$ cat src/rtl/vma_diag_reader.sv
// Diagnostic EBUS master for the VMA board. Walks select codes 0..7 through
// DIAG 04-06 with DIAG READ FUNC 15X asserted, samples the seven odd EBUS
// lines D11..D23 after a settle delay, and assembles the captured fields
// into VMA and VMA HELD/PC words (bits 13..35). Both words are committed together
// only once the full readout has completed.
module vma_diag_reader #(
    parameter int unsigned SETTLE_CYCLES = 2
) (
    input  logic        clk_h,
    input  logic        reset_h,
    input  logic        start_h,
    input  logic        abort_h,
    output logic        busy_h,
    output logic        done_h,
    output logic        diag_04_b_h,
    output logic        diag_05_b_h,
    output logic        diag_06_b_h,
    output logic        diag_read_func_15x_l,
    input  logic        ebus_d11_e_h,
    input  logic        ebus_d13_e_h,
    input  logic        ebus_d15_e_h,
    input  logic        ebus_d17_e_h,
    input  logic        ebus_d19_e_h,
    input  logic        ebus_d21_e_h,
    input  logic        ebus_d23_e_h,
    output logic [22:0] vma_h,
    output logic [22:0] held_pc_h
);

    typedef enum logic [2:0] {
        IDLE,
        DRIVE,
        SETTLE,
        CAPTURE,
        GAP,
        DONE
    } state_t;

    state_t      state;
    state_t      state_nxt;
    logic [2:0]  sel;
    logic [3:0]  settle_cnt;
    logic [22:0] vma_sh;
    logic [22:0] held_sh;
    logic [6:0]  sample;

    // d11 is the most significant bit of each returned field
    assign sample = {ebus_d11_e_h, ebus_d13_e_h, ebus_d15_e_h, ebus_d17_e_h,
                     ebus_d19_e_h, ebus_d21_e_h, ebus_d23_e_h};

    assign diag_04_b_h = sel[2];
    assign diag_05_b_h = sel[1];
    assign diag_06_b_h = sel[0];

    // State register
    always_ff @(posedge clk_h) begin
        if (reset_h) begin
            state <= IDLE;
        end else begin
            state <= state_nxt;
        end
    end

    // Next-state decode and per-state handshake/strobe outputs
    always_comb begin
        state_nxt            = state;
        busy_h               = 1'b1;
        done_h               = 1'b0;
        diag_read_func_15x_l = 1'b1;
        case (state)
            IDLE: begin
                busy_h = 1'b0;
                if (start_h) begin
                    state_nxt = DRIVE;
                end
            end
            DRIVE: begin
                diag_read_func_15x_l = 1'b0;
                state_nxt            = SETTLE;
            end
            SETTLE: begin
                diag_read_func_15x_l = 1'b0;
                if (settle_cnt == 4'd0) begin
                    state_nxt = CAPTURE;
                end
            end
            CAPTURE: begin
                diag_read_func_15x_l = 1'b0;
                state_nxt            = (sel == 3'd7) ? DONE : GAP;
            end
            GAP: begin
                state_nxt = DRIVE;
            end
            DONE: begin
                done_h    = 1'b1;
                state_nxt = IDLE;
            end
            default: begin
                state_nxt = IDLE;
            end
        endcase
        if (abort_h) begin
            state_nxt = IDLE;
        end
    end

    // Select sequencing, settle timing, field capture and final commit
    always_ff @(posedge clk_h) begin
        if (reset_h) begin
            sel        <= '0;
            settle_cnt <= '0;
            vma_sh     <= '0;
            held_sh    <= '0;
            vma_h      <= '0;
            held_pc_h  <= '0;
        end else if (abort_h) begin
            sel <= '0;
        end else begin
            case (state)
                DRIVE: begin
                    settle_cnt <= 4'(SETTLE_CYCLES - 1);
                end
                SETTLE: begin
                    if (settle_cnt != 4'd0) begin
                        settle_cnt <= settle_cnt - 4'd1;
                    end
                end
                CAPTURE: begin
                    if (sel[2]) begin
                        case (sel[1:0])
                            2'd0:    held_sh[22:16] <= sample;
                            2'd1:    held_sh[15:9]  <= sample;
                            2'd2:    held_sh[8:2]   <= sample;
                            default: held_sh[1:0]   <= sample[6:5];
                        endcase
                    end else begin
                        case (sel[1:0])
                            2'd0:    vma_sh[22:16] <= sample;
                            2'd1:    vma_sh[15:9]  <= sample;
                            2'd2:    vma_sh[8:2]   <= sample;
                            default: vma_sh[1:0]   <= sample[6:5];
                        endcase
                    end
                    // Commit on the last capture so the outputs are already
                    // updated while done_h is high in DONE; the final HELD/PC
                    // bits are taken straight from the bus.
                    if (sel == 3'd7) begin
                        vma_h     <= vma_sh;
                        held_pc_h <= {held_sh[22:2], sample[6:5]};
                    end
                end
                GAP: begin
                    sel <= sel + 3'd1;
                end
                DONE: begin
                    sel <= '0;
                end
                default: begin
                end
            endcase
        end
    end

endmodule

$ cat config.mk
export PLATFORM = sky130hd
export DESIGN_NAME = vma_diag_reader
export DESIGN_NICKNAME = d
export VERILOG_FILES = /design/src/rtl/vma_diag_reader.sv
export SDC_FILE = /design/constraint.sdc
export NUM_CORES = 1
export LEC_CHECK = 0
export BUFFER_PORTS_ARGS = -buffer_cell sky130_fd_sc_hd__clkbuf_2
export CAP_MARGIN = 20
export CORE_MARGIN = 2
export CORE_UTILIZATION = 55
export CTS_CLUSTER_SIZE = 24
export DETAILED_ROUTE_END_ITERATION = 8
export PLACE_DENSITY = 0.82
export SLEW_MARGIN = 0
export SYNTH_ARGS = -nofsm -noshare
export SYNTH_HDL_FRONTEND = slang
export SYNTH_SLANG_ARGS = --single-unit
$ cat constraint.sdc
create_clock -name clk_h -period 4.8 [get_ports clk_h]
set_input_delay 0.24 -clock clk_h [delete_from_list [all_inputs] [get_ports clk_h]]
set_output_delay 0.24 -clock clk_h [all_outputs]
set_load 0.01 [all_outputs]
==> impl_metrics.xml <==
<?xml version="1.0" encoding="UTF-8"?>
<metrics>
  <group name="outcome">
    <metric name="outcome" unit="">finished, final reports clean</metric>
  </group>
  <group name="power_and_ir_drop">
    <metric name="p_comb_share" unit="%">3.6</metric>
    <metric name="seq_power_share" unit="%">56.7</metric>
    <metric name="power_switching" unit="mW">0.330</metric>
    <metric name="leakagePower" unit="nW">1.94</metric>
    <metric name="clock_power_share" unit="%">39.7</metric>
    <metric name="power-per-cell-area" unit="nW/um^2">325</metric>
    <metric name="worst_case_vdd_ir_drop" unit="uV">164</metric>
    <metric name="switching_share" unit="%">22.5</metric>
    <metric name="cellInternalPower" unit="mW">1.14</metric>
  </group>
  <group name="placement">
    <metric name="portBuffers" unit="">62</metric>
    <metric name="place_congestion" unit="">0.798</metric>
    <metric name="place_inst" unit="">568</metric>
    <metric name="place_hpwl" unit="mm">5.86</metric>
  </group>
  <group name="drt">
    <metric name="routed_wire_length_per_instance" unit="um">15.2</metric>
    <metric name="detail_route.iter0.violations" unit="">167</metric>
    <metric name="post-route-drc-count" unit="">0</metric>
    <metric name="detailroute.via_count" unit="">3336</metric>
    <metric name="detail_route.vias_per_cell" unit="">5.71</metric>
    <metric name="first_pass_iters" unit="">5</metric>
    <metric name="finalWirelength" unit="mm">8.88</metric>
    <metric name="route.antenna.remaining_nets" unit="">0</metric>
  </group>
  <group name="logic_synthesis">
    <metric name="mappedNetlistArea" unit="um^2">4000</metric>
    <metric name="synth_top_area_share" unit="%">50.1</metric>
    <metric name="yosys_warnings" unit="">0</metric>
    <metric name="synthCells" unit="">441</metric>
    <metric name="yosys.cell_types.count" unit="">41</metric>
    <metric name="syn_nets" unit="">459</metric>
    <metric name="synth-seq-cells" unit="">100</metric>
    <metric name="synth-seq-area-share" unit="%">50.1</metric>
    <metric name="synth-edff-count" unit="">0</metric>
    <metric name="syn-mean-instance-area" unit="um^2">9.06</metric>
    <metric name="synth_top_cells_by_count" unit="">100 x sky130_fd_sc_hd__dfxtp_1, 50 x sky130_fd_sc_hd__nand2_1, 49 x sky130_fd_sc_hd__a21oi_1, 49 x sky130_fd_sc_hd__nand3_1, 49 x sky130_fd_sc_hd__o21ai_0</metric>
    <metric name="post-synth-top-area-cell" unit="">sky130_fd_sc_hd__dfxtp_1</metric>
    <metric name="postSynth.asyncResetShare" unit="%">0</metric>
    <metric name="ys.flop_type" unit="">sky130_fd_sc_hd__dfxtp_1</metric>
    <metric name="cell_types_occupying_the_most_area_after_synthesis" unit="">sky130_fd_sc_hd__dfxtp_1 50%, sky130_fd_sc_hd__mux2i_1 11%, sky130_fd_sc_hd__a21oi_1 6.1%, sky130_fd_sc_hd__nand3_1 6.1%, sky130_fd_sc_hd__o21ai_0 6.1%</metric>
    <metric name="yosysMostFrequentCell" unit="">sky130_fd_sc_hd__dfxtp_1</metric>
  </group>
  <group name="sta">
    <metric name="finClkSkew" unit="ns">0.00764</metric>
    <metric name="final.min_clock_period" unit="ns">2.36</metric>
    <metric name="rsz0062_at_grt" unit="">false</metric>
    <metric name="finalSetupTns" unit="ns">0</metric>
    <metric name="achievable-frequency" unit="MHz">424</metric>
    <metric name="worst_slew_margin_relative_to_its_limit" unit="%">35.0</metric>
    <metric name="timing_hold_violations_final" unit="">0</metric>
    <metric name="setup_viol_count_final" unit="">0</metric>
    <metric name="slew_viol_final" unit="">0</metric>
    <metric name="post_route_clock_period_utilization" unit="%">49.1</metric>
    <metric name="tightest_slew" unit="ns">0.971</metric>
  </group>
  <group name="cells_and_area">
    <metric name="share_of_layout_cells_above_drive_strength_1" unit="%">18.6</metric>
    <metric name="layout.nets" unit="">498</metric>
    <metric name="final_cells" unit="">584</metric>
    <metric name="diodes" unit="">0</metric>
    <metric name="flow.area_growth_from_synthesis" unit="%">13.1</metric>
  </group>
  <group name="worst_setup_path">
    <metric name="setup.worst_path.start_class" unit="">flip-flop</metric>
    <metric name="cp_cell_sequence" unit="">ha_1, ha_1, nand4b_2, o21ai_0, a21oi_1</metric>
    <metric name="cp_slowest_stage_delay" unit="ns">0.77</metric>
    <metric name="worst_ep_required_time" unit="ns">5.03</metric>
    <metric name="critPathMaxFanout" unit="">46</metric>
    <metric name="critical_path_class" unit="">reg -&gt; reg</metric>
    <metric name="critPathMostFrequentCell" unit="">sky130_fd_sc_hd__ha_1</metric>
    <metric name="timing.critical_path.arrival" unit="ns">2.59</metric>
    <metric name="r2r_setup_slack" unit="ns">2.44</metric>
    <metric name="setup.worst_path.end_class" unit="">flip-flop</metric>
    <metric name="crit_path_top_delay_cell" unit="">sky130_fd_sc_hd__nand4b_2</metric>
  </group>
  <group name="clock_tree">
    <metric name="clock_latency" unit="ns">0.36</metric>
    <metric name="cts_tree" unit="">done</metric>
    <metric name="htree_levels" unit="">3</metric>
    <metric name="cts_buffer_count" unit="">9</metric>
    <metric name="cts.sink_count" unit="">100</metric>
    <metric name="cts.reportedPaths.clkPinSlew" unit="ns">0.09</metric>
    <metric name="postCtsHoldBufs" unit="">0</metric>
    <metric name="max_root_sink_buffers" unit="">2</metric>
    <metric name="cts_setup_buffers" unit="">0</metric>
    <metric name="cts-resized-gates" unit="">0</metric>
    <metric name="cts.root.buffer_cell" unit="">sky130_fd_sc_hd__clkbuf_8</metric>
  </group>
  <group name="global_routing">
    <metric name="grt_max_degree" unit="">54</metric>
    <metric name="grt_pass1_wl" unit="mm">14.2</metric>
    <metric name="grt_pass1_vias" unit="">2998</metric>
    <metric name="antenna_found_initial" unit="">0</metric>
    <metric name="all_layer_gr_usage" unit="%">22.8</metric>
    <metric name="grt_overflow" unit="">0</metric>
  </group>
  <group name="floorplan">
    <metric name="std_cell_rows" unit="">31</metric>
    <metric name="coreArea" unit="um^2">7140</metric>
    <metric name="initial_utilization" unit="%">56.0</metric>
    <metric name="die_span_in_y" unit="um">89.2</metric>
    <metric name="num_io_pins" unit="">63</metric>
    <metric name="chipWidth" unit="um">89.2</metric>
    <metric name="dieArea" unit="um^2">7960</metric>
  </group>
  <group name="flow_run">
    <metric name="max_cap_viol_count" unit="">0</metric>
  </group>
  <group name="worst_hold_path">
    <metric name="min_path_type" unit="">in -&gt; reg</metric>
  </group>
</metrics>
==> area by class of cell <==
type,count,area (um^2)
Clock buffer,11,131
Sequential cell,100,2000
Fill cell,632,2620
Multi-Input combinational cell,296,1820
Clock inverter,5,85.1
Tap cell,99,124
Timing Repair Buffer,65,333
Inverter,8,30.0
==> state kept, by name, indices dropped and copies added, names as in the netlist <==
signal / cells
vma_h: 23
vma_sh: 23
state: 3
held_pc_h: 23
sel: 3
held_sh: 21
settle_cnt: 4
==> cell families (layout without fill, tap and decap cells) <==
logic type | after synthesis | in the layout | share of synthesized area [%]
compound gates | 108 | 108 | 14.4
xor+xnor | 1 | 1 | 0.219
fa+ha+maj | 7 | 7 | 2.19
buf+inv | 45 | 89 | 4.45
flops | 100 | 100 | 50.1
mux | 45 | 45 | 11.3
simple gates | 135 | 135 | 17.4
==> per-stage QoR <==
step / setup slack [ns] / hold WS (ns) / total power [mW] / utilization, % / area, um^2
floorplan: 3.11 / 0.388 / 0.889 / - / 4000
global placement: 2.55 / 0.446 / 0.903 / 60.3 / 4310
detailed placement: 2.46 / 0.453 / 0.905 / 60.3 / 4310
CTS: 2.42 / 0.162 / 1.47 / 63.4 / 4520
global route: 2.17 / 0.198 / 1.51 / 63.4 / 4520
finish: 2.44 / 0.173 / 1.47 / 63.4 / 4520
==> power groups by stage <==
stage          clock (mW)  combinational [mW]  sequential [mW]
2_1_floorplan           0              0.0387            0.850
3_3_place_gp            0              0.0510            0.852
3_5_place_dp            0              0.0519            0.853
4_1_cts             0.589              0.0522            0.833
5_1_grt             0.621              0.0566            0.834
6_report            0.583              0.0525            0.833
==> cells in the final DEF, fill, tap and decap left out, types with 3 or more instances in the layout <==
cell,n
sky130_fd_sc_hd__nor2_1,10
sky130_fd_sc_hd__a21oi_1,49
sky130_fd_sc_hd__nand3_1,49
sky130_fd_sc_hd__buf_4,3
sky130_fd_sc_hd__nor2b_1,4
sky130_fd_sc_hd__nand4_2,3
sky130_fd_sc_hd__dfxtp_1,100
sky130_fd_sc_hd__clkbuf_8,9
sky130_fd_sc_hd__inv_1,6
sky130_fd_sc_hd__nand2_1,50
sky130_fd_sc_hd__o21ai_0,49
sky130_fd_sc_hd__mux2i_1,45
sky130_fd_sc_hd__clkbuf_2,62
sky130_fd_sc_hd__ha_1,7
==> metal layers <==
layer	GRT usage (%)	vias up	routed length (um)	share of wire, %
met5	0	-	0	0
met4	8.82	0	155	1.7
met3	4.25	18	511	5.8
met2	36.1	113	4070	46
met1	31.1	1586	4140	47
li1	-	1619	-	-
==> worst max-delay path, delay by kind of cell, from the launching register on <==
family | cells | cell delay (ns)
compound gates | 2 | 0.62
flops | 1 | 0.42
simple gates | 1 | 0.77
fa+ha+maj | 2 | 0.42
==> final timing paths <==
kind	start	endpoint	cells after the start
max reg2reg	sel[0]	held_pc_h[1]	5
max	sel[0]	held_pc_h[1]	5
min reg2reg	vma_sh[11]	vma_sh[11]	2
min	ebus_d11_e_h	held_pc_h[1]	3
Power figures use the tool's default switching activity.
